`src/rtl/steer_pkg.sv`:
```
// steer_pkg
// Shared types and helpers for the proportional steering front end.
//   Q0..Q3   : quadrature states in right-going order (00, 01, 11, 10)
//   dir_e    : step request direction
//   satAdd   : signed add clamped to a signed range of a given bit width
package steer_pkg;

  localparam logic [1:0] Q0 = 2'b00;
  localparam logic [1:0] Q1 = 2'b01;
  localparam logic [1:0] Q2 = 2'b11;
  localparam logic [1:0] Q3 = 2'b10;

  typedef enum logic [1:0] {
    DIR_NONE  = 2'd0,
    DIR_RIGHT = 2'd1,
    DIR_LEFT  = 2'd2
  } dir_e;

  // Adds two signed values and clamps the result to the range of a w-bit
  // signed number. The sum is formed two bits wider so it can never wrap
  // before the clamp is applied.
  function automatic logic signed [31:0] satAdd(input logic signed [31:0] a,
                                                input logic signed [31:0] b,
                                                input int w);
    logic signed [33:0] sum;
    logic signed [33:0] maxV;
    logic signed [33:0] minV;
    sum  = 34'(a) + 34'(b);
    maxV = (34'sd1 <<< (w - 1)) - 34'sd1;
    minV = -(34'sd1 <<< (w - 1));
    if (sum > maxV) begin
      return maxV[31:0];
    end else if (sum < minV) begin
      return minV[31:0];
    end
    return sum[31:0];
  endfunction

endpackage

```
`src/rtl/quad_phase_step.sv`:
```
// quad_phase_step
// Two-bit gray up/down counter producing a quadrature pair. A right step
// walks 00->01->11->10->00, a left step walks the reverse; exactly one bit
// changes per step and the state is held when no step is requested.
//   CLK      : clock
//   Reset_n  : asynchronous active-low reset (state returns to 00)
//   step_req : advance one phase this cycle
//   step_dir : direction of the requested phase change
//   q        : registered quadrature state
module quad_phase_step
  import steer_pkg::*;
(
  input  logic       CLK,
  input  logic       Reset_n,
  input  logic       step_req,
  input  dir_e       step_dir,
  output logic [1:0] q
);

  logic [1:0] q_q;
  logic [1:0] q_d;

  // Next phase: move one position along the gray ring in the requested
  // direction; a request without a direction is treated as no request.
  always_comb begin
    q_d = q_q;
    if (step_req && (step_dir != DIR_NONE)) begin
      case (q_q)
        Q0:      q_d = (step_dir == DIR_RIGHT) ? Q1 : Q3;
        Q1:      q_d = (step_dir == DIR_RIGHT) ? Q2 : Q0;
        Q2:      q_d = (step_dir == DIR_RIGHT) ? Q3 : Q1;
        default: q_d = (step_dir == DIR_RIGHT) ? Q0 : Q2;
      endcase
    end
  end

  always_ff @(posedge CLK or negedge Reset_n) begin
    if (!Reset_n) begin
      q_q <= Q0;
    end else begin
      q_q <= q_d;
    end
  end

  assign q = q_q;

endmodule

```
`src/rtl/analog_steer_quad.sv`:
```
// analog_steer_quad
// Turns an analog stick X value or relative mouse deltas into a rate-limited
// quadrature pair for the Sprint 1 steering inputs.
//   CLK          : clock shared with the core's steering sampler
//   Reset_n      : asynchronous active-low reset
//   mode         : 0 = analog rate mode, 1 = mouse relative mode
//   analog_x     : signed stick X, positive = right
//   analog_valid : when low the stick reads as centred
//   mouse_dx     : signed mouse X delta, positive = right
//   mouse_strobe : one-cycle qualifier for mouse_dx
//   steer        : quadrature pair, [1] -> SteerA_I, [0] -> SteerB_I
//   busy         : mouse steps still pending
module analog_steer_quad
  import steer_pkg::*;
#(
  parameter int CLKDIV   = 22500,
  parameter int ACC_W    = 10,
  parameter int DEADZONE = 8
) (
  input  logic              CLK,
  input  logic              Reset_n,
  input  logic              mode,
  input  logic signed [7:0] analog_x,
  input  logic              analog_valid,
  input  logic signed [8:0] mouse_dx,
  input  logic              mouse_strobe,
  output logic [1:0]        steer,
  output logic              busy
);

  // Wide enough for the largest legal divider (2^20).
  localparam int               DIV_W    = 21;
  localparam logic [DIV_W-1:0] DIV_LOAD = DIV_W'(CLKDIV - 1);
  localparam logic [6:0]       DZ       = 7'(DEADZONE);

  logic [DIV_W-1:0]        divCnt_q, divCnt_d;
  logic                    mode_q;
  logic [6:0]              frac_q, frac_d;
  logic signed [ACC_W-1:0] pending_q, pending_d;
  logic                    busy_q;

  logic                    tick;
  logic                    modeSwitch;
  logic [6:0]              mag;
  logic [7:0]              fracSum;
  logic signed [31:0]      pendAdj;
  dir_e                    stepDir;
  logic                    stepReq;

  assign tick       = (divCnt_q == '0);
  assign modeSwitch = (mode != mode_q);
  assign divCnt_d   = tick ? DIV_LOAD : (divCnt_q - DIV_W'(1));

  // Stick magnitude; -128 has no positive twin in 8 bits so it saturates.
  always_comb begin
    mag = '0;
    if (analog_valid) begin
      if (analog_x == 8'sh80) begin
        mag = 7'd127;
      end else if (analog_x[7]) begin
        mag = 7'(-analog_x);
      end else begin
        mag = analog_x[6:0];
      end
    end
  end

  assign fracSum = {1'b0, frac_q} + {1'b0, mag};

  // Step generation. A mode change wipes both accumulators and suppresses
  // the step (and any strobe) for that cycle. In mouse mode the step
  // direction comes from the pre-update pending value, and the strobe delta
  // and the step's pull toward zero are folded into one saturating add.
  always_comb begin
    frac_d    = frac_q;
    pending_d = pending_q;
    stepDir   = DIR_NONE;
    pendAdj   = '0;
    if (modeSwitch) begin
      frac_d    = '0;
      pending_d = '0;
    end else if (!mode) begin
      if (tick && (mag > DZ)) begin
        frac_d = fracSum[6:0];
        if (fracSum[7]) begin
          stepDir = analog_x[7] ? DIR_LEFT : DIR_RIGHT;
        end
      end
    end else begin
      if (tick && (pending_q != '0)) begin
        stepDir = pending_q[ACC_W-1] ? DIR_LEFT : DIR_RIGHT;
        pendAdj = pending_q[ACC_W-1] ? 32'sd1 : -32'sd1;
      end
      if (mouse_strobe) begin
        pendAdj = pendAdj + 32'(mouse_dx);
      end
      pending_d = ACC_W'(satAdd(32'(pending_q), pendAdj, ACC_W));
    end
  end

  assign stepReq = (stepDir != DIR_NONE);

  always_ff @(posedge CLK or negedge Reset_n) begin
    if (!Reset_n) begin
      divCnt_q  <= DIV_LOAD;
      mode_q    <= 1'b0;
      frac_q    <= '0;
      pending_q <= '0;
      busy_q    <= 1'b0;
    end else begin
      divCnt_q  <= divCnt_d;
      mode_q    <= mode;
      frac_q    <= frac_d;
      pending_q <= pending_d;
      busy_q    <= (pending_d != '0);
    end
  end

  quad_phase_step u_phase (
    .CLK      (CLK),
    .Reset_n  (Reset_n),
    .step_req (stepReq),
    .step_dir (stepDir),
    .q        (steer)
  );

  assign busy = busy_q;

endmodule

```
`config.mk`:
```
export PLATFORM = sky130hd
export DESIGN_NAME = analog_steer_quad
export DESIGN_NICKNAME = d
export VERILOG_FILES = /design/src/rtl/steer_pkg.sv /design/src/rtl/quad_phase_step.sv /design/src/rtl/analog_steer_quad.sv
export SDC_FILE = /design/constraint.sdc
export NUM_CORES = 1
export LEC_CHECK = 0
export CAP_MARGIN = 20
export CORE_ASPECT_RATIO = 1.75
export CORE_MARGIN = 10
export CORE_UTILIZATION = 35
export DETAILED_ROUTE_END_ITERATION = 12
export PLACE_DENSITY = 0.54
export SKIP_LAST_GASP = 1
export SYNTH_ARGS = -nofsm -noshare
export SYNTH_HDL_FRONTEND = slang
export SYNTH_SLANG_ARGS = --single-unit
export TNS_END_PERCENT = 5
```
`constraint.sdc`:
```
create_clock -name CLK -period 16.1 [get_ports CLK]
set_input_delay 1.61 -clock CLK [delete_from_list [all_inputs] [get_ports CLK]]
set_output_delay 1.61 -clock CLK [all_outputs]
set_load 0.01 [all_outputs]
```
==> flow_summary.yaml <==
status:
  outcome: "finished, final reports clean"
yosys:
  synth_ff_type: "dfrtp_1"
  synthXorXnorAreaFrac_pct: 6.89
  synthCells: 752
  netlist.area_leader.share_pct: 13.7
  ys_seq_elements: 42
  mappedNetlistArea_um2: 5850
  synth.top_cells.by_area: "dfrtp_1 14%, ha_1 11%, nand2_1 5.7%"
  yosysUniqueCellTypes: 84
  synth_fa_ha_area_share_pct: 14.9
  ys_warn_count: 0
  synthTopCellsByCount: "89 x nand2_1, 63 x nor2_1, 57 x a21oi_1, 52 x ha_1, 42 x o21ai_0"
  synthSimpleGateAreaFrac_pct: 24.9
  syn-num-nets: 837
  yosys.cell_count.top_type: "nand2_1"
  synth-seq-area-share_pct: 18.2
  synth-edff-count: 0
  synth_top_family_by_area: "compound AO/OA/AOI/OAI gates"
  synth.mux.area_fraction_pct: 0.898
  synth_compound_area_share_pct: 28.9
  synth-async-reset-ratio_pct: 100
  yosysTopAreaCell: "dfrtp_1"
  avgSynthCellArea_um2: 7.78
worst_setup_path:
  worstSetupStartpointType: "flip-flop"
  path_class: "flip-flop to flip-flop"
  critPathMostFrequentCell: "a21oi_1"
  slowest_stage: "and4_1"
  r2r_cells: 29
  critPathCaptureType: "flip-flop"
  slowest_delay_ps: 650
  required_ps: 16310
  crit_fanout: 20
  cp.arrival_ps: 8940
layout:
  register_area_um2: 1060
  final_nets: 834
  synthToLayoutAreaGrowth_pct: 8.53
  nFillCells: 1757
  diodes: 0
  multi_input_area_um2: 4470
  layout-drive-gt1-share_pct: 6.93
  post-route-util_pct: 38.6
clocking:
  clock_path_buffers: 2
  h-tree-depth: 2
  cts_buffers: 5
  cts_setup_buffers: 0
  cts-root-buf: "clkbuf_16"
  tritoncts: "yes"
  clock_latency_ps: 290
  cts_resized: 0
  path_clk_slew_ps: 60
  postCtsHoldBufs: 0
  clock-sinks: 42
placed_design:
  place_ws_ps: 7440
  dp_hpwl_mm: 15.2
  portBuffers: 24
  gp_congestion: 0.990
power:
  peakVddDrop_mv: 0.0529
  p_per_area_nw_per_um2: 71.6
  p_leak_nw: 2.62
sta:
  period_share_pct: 54.2
  layout_min_cycle_time_ps: 8730
  rsz0062_at_grt: "no"
  setup_violations: 0
  finalHoldViolations: 0
  final.setup.tns_ps: 0
  worstMarginPinSlew_ps: 945
  max_slew_margin_pct: 37.0
  clock-skew-final_ps: 3.21
  setup_ws_ps: 7370
  drv_slew: 0
  max_freq_ghz: 0.115
routing:
  routed-via-count: 5806
  wl_per_cell_um: 18.8
  drtAntennaViolNets: 0
  drc_errors: 0
  drt-total-wl_mm: 18.4
  vias_per_cell: 5.96
  drtIter0Drc: 368
  firstDrtPassIters: 5
die:
  die_h_um: 191
  die_x_um: 118
  rows: 62
  io_pins: 25
  coreArea_um2: 16400
  initial_utilization_pct: 35.6
  dieArea_um2: 22500
global_route:
  grt_max_degree: 43
  antenna_found_initial: 0
  gr-total-overflow: 0
  grt_use_total_pct: 16.1
  grt_pass1_vias: 6044
  grt_pass1_wl_mm: 29.8
job:
  maxCapViolCount: 0
min_path:
  whs_path_depth: 1
  min_path_type: "flip-flop to flip-flop"
[layer usage]
metal,vias to the layer above,GRT usage [%],routed length [um]
met3,80,1.51,483
met5,-,0,0
met2,163,33.4,10400
li1,2776,-,-
met1,2787,13.6,6160
met4,0,11.6,1310
[critical path: cells and delay by family (launching register included)]
family | cells | cell delay (ps)
AOI/OAI and AO/OA | 16 | 3500
DFF | 1 | 420
buffers and inverters | 1 | 300
adders and majority gates | 3 | 1020
and+or+nand+nor | 9 | 3410
[cell families (layout without fill, tap and decap cells)]
group,after synthesis,in the layout
mux,5,5
fa+ha+maj,63,63
flops,42,42
buf+inv,72,70
xor+xnor,46,46
simple gates,288,288
compound gates,236,236
[final timing paths]
kind                                        from                      to  slack, ps
hold / removal             divCnt_q[0]$_DFF_PN1_   divCnt_q[0]$_DFF_PN1_        480
hold reg to reg            divCnt_q[0]$_DFF_PN1_   divCnt_q[0]$_DFF_PN1_        480
max in group asynchronous                Reset_n   frac_q[1]$_DFFE_PN0P_      14050
setup reg to reg           divCnt_q[2]$_DFF_PN0_          busy$_DFF_PN0_       7370
min in group asynchronous                Reset_n  divCnt_q[11]$_DFF_PN0_       1460
setup / recovery           divCnt_q[2]$_DFF_PN0_          busy$_DFF_PN0_       7370
[through the flow]
step                instance area, um2  hold slack, ps  std cells  power (W)
finish                            6350             484        974   0.000455
global route                      6350             501        974   0.000483
CTS                               6350             488        974   0.000455
detailed placement                6210             474        966   0.000352
global placement                  6210             464        966   0.000348
floorplan                         5850             443        752   0.000291
[registers in the layout, indices dropped and copies added, names as in the netlist]
name       flops
busy           1
divCnt_q      21
frac_q         7
mode_q         1
pending_q     10
u_phase.q      2
[placed cells by master, fill, tap and decap left out, types with 4 or more instances in the layout]
cell type	Yosys	layout
a21oi_2	4	4
o21ai_1	4	4
a31oi_1	8	8
nand3_1	22	22
a211oi_1	4	4
o211ai_1	6	6
a21oi_1	57	57
o21bai_1	8	8
ha_1	52	52
o21a_1	12	12
and4_1	6	6
o2111ai_1	5	5
a211o_1	5	5
o31ai_1	11	11
nor2_1	63	62
fa_1	11	11
nand4_1	15	15
nand2_1	89	89
a311oi_1	8	8
dfrtp_1	32	32
clkbuf_16	0	5
or3_1	13	13
dfstp_2	10	10
and2_1	4	4
a21boi_0	5	5
clkdlybuf4s50_1	0	23
a21o_1	14	14
nor2b_1	12	12
xor2_1	19	19
inv_1	35	35
nor3_1	15	15
o21ai_0	42	42
o211a_1	4	4
nor4_1	14	14
or4_1	5	5
nand2b_1	8	8
xnor2_1	27	27
[final cells by class]
cell class | instances | area share, %
clock buffers | 6 | 2.03
clock inverters | 2 | 0.217
inverters | 35 | 2.07
multi-input cells | 638 | 70.5
flip-flops and latches | 42 | 16.8
well taps | 224 | 4.41
repair buffers | 27 | 4.06
[where the power goes]
group          leakage (nW)  internal, W  total (W)  switching, W
logic                  2.03    0.0000850   0.000228      0.000143
registers             0.524     0.000116   0.000125    0.00000957
clock network        0.0708    0.0000576   0.000101     0.0000438
total                  2.62     0.000258   0.000455      0.000196
Note: power is estimated with default switching activity, not from simulation.
